$ cat config.mk
export PLATFORM = sky130hd
export DESIGN_NAME = tcam_result_buffer_flat
export DESIGN_NICKNAME = d
export VERILOG_FILES = /design/src/rtl/tcam_result_buffer_if.sv /design/src/rtl/tcam_result_buffer.sv /design/src/flat_wrapper.sv
export SDC_FILE = /design/constraint.sdc
export NUM_CORES = 1
export LEC_CHECK = 0
export CORE_ASPECT_RATIO = 0.8
export CORE_MARGIN = 1
export CORE_UTILIZATION = 55
export DETAILED_ROUTE_END_ITERATION = 12
export MAX_ROUTING_LAYER = met4
export PLACE_DENSITY = 0.8
export SYNTH_ARGS = -nofsm -noshare
export SYNTH_HDL_FRONTEND = slang
export SYNTH_SLANG_ARGS = --single-unit
$ cat constraint.sdc
create_clock -name clk -period 2.5 [get_ports clk]
set_clock_uncertainty 0.2 [all_clocks]
set_input_delay 0.375 -clock clk [delete_from_list [all_inputs] [get_ports clk]]
set_output_delay 0.375 -clock clk [all_outputs]
set_load 0.03 [all_outputs]
$ cat src/rtl/tcam_result_buffer_if.sv
// Bundles the TCAM-facing handshake and the downstream ready/valid stream of
// tcam_result_buffer into one interface.
interface tcam_result_buffer_if #(
    parameter int DATA_WIDTH = 8,
    parameter int DEPTH_LOG2 = 2,
    parameter int CNT_WIDTH  = 16
);
    logic                  tcam_valid;
    logic [DATA_WIDTH-1:0] tcam_data;
    logic                  tcam_ack;
    logic                  out_valid;
    logic [DATA_WIDTH-1:0] out_data;
    logic                  out_ready;
    logic [DEPTH_LOG2:0]   level;
    logic [CNT_WIDTH-1:0]  hit_cnt;

    modport master (
        output tcam_valid, tcam_data, out_ready,
        input  tcam_ack, out_valid, out_data, level, hit_cnt
    );

    modport slave (
        input  tcam_valid, tcam_data, out_ready,
        output tcam_ack, out_valid, out_data, level, hit_cnt
    );
endinterface

$ cat src/rtl/tcam_result_buffer.sv
// Captures TCAM results with a four-phase ack handshake into a small FWFT FIFO
// and streams them downstream; keeps a saturating hit counter.
module tcam_result_buffer #(
    parameter int DATA_WIDTH = 8,
    parameter int DEPTH_LOG2 = 2,
    parameter int CNT_WIDTH  = 16
) (
    input  logic                clk,
    input  logic                rst_n,
    input  logic                clr,
    tcam_result_buffer_if.slave bus
);
    localparam int DEPTH = 1 << DEPTH_LOG2;
    localparam logic [DEPTH_LOG2:0]   LVL_FULL = (DEPTH_LOG2 + 1)'(DEPTH);
    localparam logic [DEPTH_LOG2:0]   LVL_ONE  = (DEPTH_LOG2 + 1)'(1);
    localparam logic [DEPTH_LOG2-1:0] PTR_ONE  = DEPTH_LOG2'(1);
    localparam logic [CNT_WIDTH-1:0]  CNT_ONE  = CNT_WIDTH'(1);
    localparam logic [CNT_WIDTH-1:0]  CNT_MAX  = '1;

    typedef enum logic {
        IDLE = 1'b0,
        ACK  = 1'b1
    } state_t;

    state_t                state_q, state_d;
    logic [DEPTH_LOG2-1:0] wr_ptr_q, wr_ptr_d;
    logic [DEPTH_LOG2-1:0] rd_ptr_q, rd_ptr_d;
    logic [DEPTH_LOG2:0]   level_q, level_d;
    logic [CNT_WIDTH-1:0]  hit_cnt_q, hit_cnt_d;
    logic [DATA_WIDTH-1:0] mem_q [DEPTH];
    logic [DATA_WIDTH-1:0] mem_d [DEPTH];
    logic                  capture;
    logic                  pop;

    // Fullness uses the registered level, so a same-cycle pop cannot open a slot.
    assign capture = (state_q == IDLE) && bus.tcam_valid && (level_q != LVL_FULL) && !clr;
    assign pop     = (level_q != '0) && bus.out_ready && !clr;

    always_comb begin
        state_d = state_q;
        case (state_q)
            IDLE:    if (capture) state_d = ACK;
            ACK:     if (!bus.tcam_valid) state_d = IDLE;
            default: state_d = IDLE;
        endcase
    end

    always_comb begin
        wr_ptr_d  = wr_ptr_q;
        rd_ptr_d  = rd_ptr_q;
        level_d   = level_q;
        hit_cnt_d = hit_cnt_q;
        mem_d     = mem_q;
        if (capture) begin
            mem_d[wr_ptr_q] = bus.tcam_data;
            wr_ptr_d        = wr_ptr_q + PTR_ONE;
            if (hit_cnt_q != CNT_MAX) hit_cnt_d = hit_cnt_q + CNT_ONE;
        end
        if (pop) rd_ptr_d = rd_ptr_q + PTR_ONE;
        if (capture && !pop)      level_d = level_q + LVL_ONE;
        else if (!capture && pop) level_d = level_q - LVL_ONE;
        // Flush leaves the handshake FSM alone; only queue and counter are cleared.
        if (clr) begin
            wr_ptr_d  = '0;
            rd_ptr_d  = '0;
            level_d   = '0;
            hit_cnt_d = '0;
        end
    end

    always_ff @(posedge clk or negedge rst_n) begin
        if (!rst_n) begin
            state_q   <= IDLE;
            wr_ptr_q  <= '0;
            rd_ptr_q  <= '0;
            level_q   <= '0;
            hit_cnt_q <= '0;
            mem_q     <= '{default: '0};
        end else begin
            state_q   <= state_d;
            wr_ptr_q  <= wr_ptr_d;
            rd_ptr_q  <= rd_ptr_d;
            level_q   <= level_d;
            hit_cnt_q <= hit_cnt_d;
            mem_q     <= mem_d;
        end
    end

    assign bus.tcam_ack  = (state_q == ACK);
    assign bus.out_valid = (level_q != '0);
    assign bus.out_data  = mem_q[rd_ptr_q];
    assign bus.level     = level_q;
    assign bus.hit_cnt   = hit_cnt_q;
endmodule

$ cat src/flat_wrapper.sv
// flat-port wrapper written by rule: the top's interface ports become plain ports
module tcam_result_buffer_flat 
#(
    parameter int DATA_WIDTH = 8,
    parameter int DEPTH_LOG2 = 2,
    parameter int CNT_WIDTH  = 16
)
  (clk, rst_n, clr, bus_tcam_valid, bus_tcam_data, bus_out_ready, bus_tcam_ack, bus_out_valid, bus_out_data, bus_level, bus_hit_cnt);
  tcam_result_buffer_if #(.DATA_WIDTH(DATA_WIDTH), .DEPTH_LOG2(DEPTH_LOG2), .CNT_WIDTH(CNT_WIDTH)) bus_i ();
  input  logic clk;
  input  logic rst_n;
  input  logic clr;
  input wire logic [$bits(bus_i.tcam_valid)-1:0] bus_tcam_valid;
  input wire logic [$bits(bus_i.tcam_data)-1:0] bus_tcam_data;
  input wire logic [$bits(bus_i.out_ready)-1:0] bus_out_ready;
  output wire logic [$bits(bus_i.tcam_ack)-1:0] bus_tcam_ack;
  output wire logic [$bits(bus_i.out_valid)-1:0] bus_out_valid;
  output wire logic [$bits(bus_i.out_data)-1:0] bus_out_data;
  output wire logic [$bits(bus_i.level)-1:0] bus_level;
  output wire logic [$bits(bus_i.hit_cnt)-1:0] bus_hit_cnt;
  assign bus_i.tcam_valid = bus_tcam_valid;
  assign bus_i.tcam_data = bus_tcam_data;
  assign bus_i.out_ready = bus_out_ready;
  assign bus_tcam_ack = bus_i.tcam_ack;
  assign bus_out_valid = bus_i.out_valid;
  assign bus_out_data = bus_i.out_data;
  assign bus_level = bus_i.level;
  assign bus_hit_cnt = bus_i.hit_cnt;
  tcam_result_buffer #(.DATA_WIDTH(DATA_WIDTH), .DEPTH_LOG2(DEPTH_LOG2), .CNT_WIDTH(CNT_WIDTH)) u_core (.clk(clk), .rst_n(rst_n), .clr(clr), .bus(bus_i));
endmodule
==> impl_summary.txt <==
----------------------------------------------------
[Floorplan]
  Die Outline Area ... 5740 sq um
  Top Ports ... 42
  Floorplan die height ... 67.97 um
  Row count ... 23
  Effective utilization at floorplan ... 0.5840
  Die outline width ... 84.46 um
  Area of the placeable core ... 5122 sq um

[STA]
  Total negative setup slack ... 0 ps
  Count of endpoints failing setup in the final report ... 0
  Final setup margin ... 154.3 ps
  RSZ-0062 raised after global routing ... false
  Slew HR ... 0.6003
  Max Slew Vio Count ... 0
  Min Tclk post-route ... 2346 ps
  Endpoints failing hold ... 0
  Pin slew with the least headroom to its limit ... 599.6 ps
  Period utilisation layout ... 0.9383
  Maximum clock rate ... 0.4263 GHz
  Hold Worst Slack ... 310.8 ps

[Logic synthesis]
  Yosys cell types ... 49
  Synthesized netlist cell count ... 224
  Predominant post-synthesis flop cell ... sky130_fd_sc_hd__dfrtp_1
  Net count after synthesis ... 243
  Synthesized area per cell ... 13.36 sq um
  Share of synthesized flip-flops with an asynchronous set or reset ... 1.000
  Mapped Area ... 2992 sq um
  Share of the yosys chip area belonging to registers ... 0.4684
  Count of flip-flops with a built-in enable after synthesis ... 0
  Register bit count reported by yosys ... 56
  Count of synthesis-stage warnings from yosys ... 0

[Final layout]
  Area of all sequential standard cells ... 1401 sq um
  Layout cells sized above 1 ... 0.2811
  Net count of the finished layout ... 299
  Diodes inserted ... 0
  Multi-input logic area ... 1490 sq um
  Post-route cell area ... 3681 sq um
  Area Overhead vs Synth ... 23.04%
  Most common library cell in the layout ignoring fill and taps ... sky130_fd_sc_hd__dfrtp_1
  Commonest cells after routing, fill and taps aside ... sky130_fd_sc_hd__dfrtp_1 (56), sky130_fd_sc_hd__mux2_4 (32), sky130_fd_sc_hd__clkdlybuf4s50_1 (32), sky130_fd_sc_hd__nor2_1 (20), sky130_fd_sc_hd__buf_4 (12)
  Number of fill cells ... 364

[Route]
  Topmost layer with routed signal wires ... met4
  Number of remaining DRC errors ... 6
  DR WL met2 ... 2.772 mm
  Detailed-routing iteration count for the pre-antenna-repair pass ... 8
  Ratio of routed vias to standard cells ... 5.700
  Routed WL per cell ... 17.25 um
  Antenna Nets Post-Route ... 0
  Total length of routed met3 wires ... 258 um
  1st-iter DRT viols ... 174
  Metal-1 WL ... 2.788 mm
  Total number of vias ... 1955
  Routed wire length ... 5.918 mm

[Global route]
  Number of global-route vias before repair ... 2005
  Pin count of the biggest net entering global routing ... 24
  Grt ovf ... 0
  Number of antenna violations at the first check in global routing ... 0
  Total routing resource utilization after global routing ... 0.2403
  Wire length of the first global-routing pass ... 10.01 mm

[Placement]
  Number of port buffers ... 41
  Global placer's final weighted congestion ... 0.8381
  Post-placement worst setup slack ... 76.54 ps
  Post-DP HPWL ... 4.364 mm
  Post-Place Cell Area ... 3587 sq um

[CTS]
  Total clock sinks ... 56
  CTS H-tree lvls ... 2
  Post-CTS Repair Setup Buffers ... 0
  Largest buffer count on any clock path ... 2
  Buffer type at the clock tree root ... sky130_fd_sc_hd__clkbuf_8
  Clock network latency to the later pin of the worst-skew pair ... 320 ps
  Clock tree from TritonCTS ... done
  Register clock-pin slew on the reported worst setup and hold paths ... 100 ps
  CTS Buf Count ... 5

[Min path]
  Worst Hold Class ... reg -> reg

[Setup path]
  Data required time at the worst endpoint ... 1920 ps
  Critical Path End Type ... primary output
  Type of the worst setup path ... reg -> out
  CP Data Arrival Time ... 1770 ps
  Stage delay of the slowest cell on the critical path ... 600 ps
  Crit-path max FO ... 7
  Cells traversed along the worst timing path ... or3_1 > clkdlybuf4s50_1
  Startpoint kind of the worst setup timing path ... flip-flop
  Slowest CP cell ... sky130_fd_sc_hd__clkdlybuf4s50_1

[Power and ir drop]
  P per Cell Area ... 915.7 nW/um^2
  Leakage ... 1.566 nW
  Max rail drop VDD ... 502.8 uV

[Flow run]
  Count of max-cap constraint violations ... 0

[Run status]
  Failing checks ... design-rule violations
  Run status ... complete, but fails checks

----------------------------------------------------
-- critical path: cells and delay by family, from the launching register on --
family / cells / cell delay, ps
buffers and inverters: 1 / 600
flip-flops: 1 / 470
AND/OR/NAND/NOR: 1 / 390
-- cells by family (layout without fill, tap and decap cells) --
family	Yosys count	count (layout)	synth area share
and+or+nand+nor	67	67	0.1468
AOI/OAI and AO/OA	23	23	0.05479
buffers and inverters	16	73	0.03346
xor gates and xnor gates	14	14	0.04099
adders and majority gates	6	6	0.02760
muxes	42	42	0.2279
DFF	56	56	0.4684
-- flip-flops by register name (all words and copies together), names as in the netlist --
| register | cells |
|---|---|
| u_core.rd_ptr_q | 2 |
| u_core.mem_q | 32 |
| u_core.bus.hit_cnt | 16 |
| u_core.bus.level | 3 |
| u_core.wr_ptr_q | 2 |
| u_core.bus.tcam_ack | 1 |
-- repair_timing --
| item | CTS | global route |
|---|---|---|
| endpoints found under the setup margin | 8 | 0 |
| endpoints found under the hold margin | 21 | 0 |
| hold buffers | 1 | 0 |
| gates resized for setup | 8 | 0 |
-- per-layer routing --
layer | track usage | vias up
li1 | - | 922
met1 | 0.3278 | 978
met2 | 0.3709 | 45
met3 | 0.03860 | 10
met4 | 0.09110 | 0
met5 | - | -
-- cell usage after synthesis, types with 2 or more instances --
cell / count / share of area
sky130_fd_sc_hd__nor2b_1: 2 / 0.0042
sky130_fd_sc_hd__mux4_2: 8 / 0.060
sky130_fd_sc_hd__mux2_4: 32 / 0.16
sky130_fd_sc_hd__or3_1: 2 / 0.0042
sky130_fd_sc_hd__and2_1: 4 / 0.0084
sky130_fd_sc_hd__nor3_1: 3 / 0.0050
sky130_fd_sc_hd__nor2_1: 20 / 0.025
sky130_fd_sc_hd__o31ai_1: 3 / 0.0075
sky130_fd_sc_hd__buf_2: 2 / 0.0033
sky130_fd_sc_hd__xnor2_1: 9 / 0.026
sky130_fd_sc_hd__a21oi_1: 4 / 0.0067
sky130_fd_sc_hd__nand3_1: 6 / 0.010
sky130_fd_sc_hd__nor2_2: 2 / 0.0042
sky130_fd_sc_hd__buf_6: 5 / 0.019
sky130_fd_sc_hd__inv_1: 6 / 0.0075
sky130_fd_sc_hd__nor4b_2: 2 / 0.010
sky130_fd_sc_hd__nor4_1: 3 / 0.0063
sky130_fd_sc_hd__xor2_1: 5 / 0.015
sky130_fd_sc_hd__ha_1: 5 / 0.021
sky130_fd_sc_hd__and3_1: 3 / 0.0063
sky130_fd_sc_hd__o211ai_1: 3 / 0.0075
sky130_fd_sc_hd__o21ai_0: 6 / 0.010
sky130_fd_sc_hd__clkbuf_1: 2 / 0.0025
sky130_fd_sc_hd__dfrtp_1: 56 / 0.47
sky130_fd_sc_hd__or4_1: 3 / 0.0075
sky130_fd_sc_hd__nand2_1: 5 / 0.0063
-- layout make-up --
class | instances | area share
clock buffer | 5 | 0.01869
clock inverter | 3 | 0.006798
inverter | 6 | 0.006118
multi-input combinational | 152 | 0.4048
sequential | 56 | 0.3807
tap | 62 | 0.02107
timing repair buffer | 59 | 0.1618
-- path summary, 6_finish.rpt --
path,start,to,slack [ps],cells past startpoint
min in group asynchronous,rst_n,u_core.bus.hit_cnt[13],360,2
max,u_core.bus.level[1],bus_out_valid,150,2
min reg2reg,u_core.mem_q[8],u_core.mem_q[8],310,1
max reg2reg,u_core.bus.hit_cnt[5],u_core.bus.hit_cnt[11],240,5
min,u_core.mem_q[8],u_core.mem_q[8],310,1
max in group asynchronous,rst_n,u_core.bus.hit_cnt[1],1100,3
-- power breakdown --
part | switching, mW | leakage [nW] | internal, mW
clock network | 0.315 | 0.0452 | 0.205
registers | 0.201 | 0.738 | 1.16
logic | 0.690 | 0.783 | 0.803
total | 1.21 | 1.57 | 2.16
-- per-stage QoR --
stage          std cells  utilization  power, mW
3_5_place_dp         334       0.7003      2.950
5_1_grt              343       0.7186      3.544
4_1_cts              343       0.7186      3.397
2_1_floorplan        224            -      2.387
6_report             343       0.7186      3.371
3_3_place_gp         334       0.7003      2.889
Power figures use the tool's default switching activity.
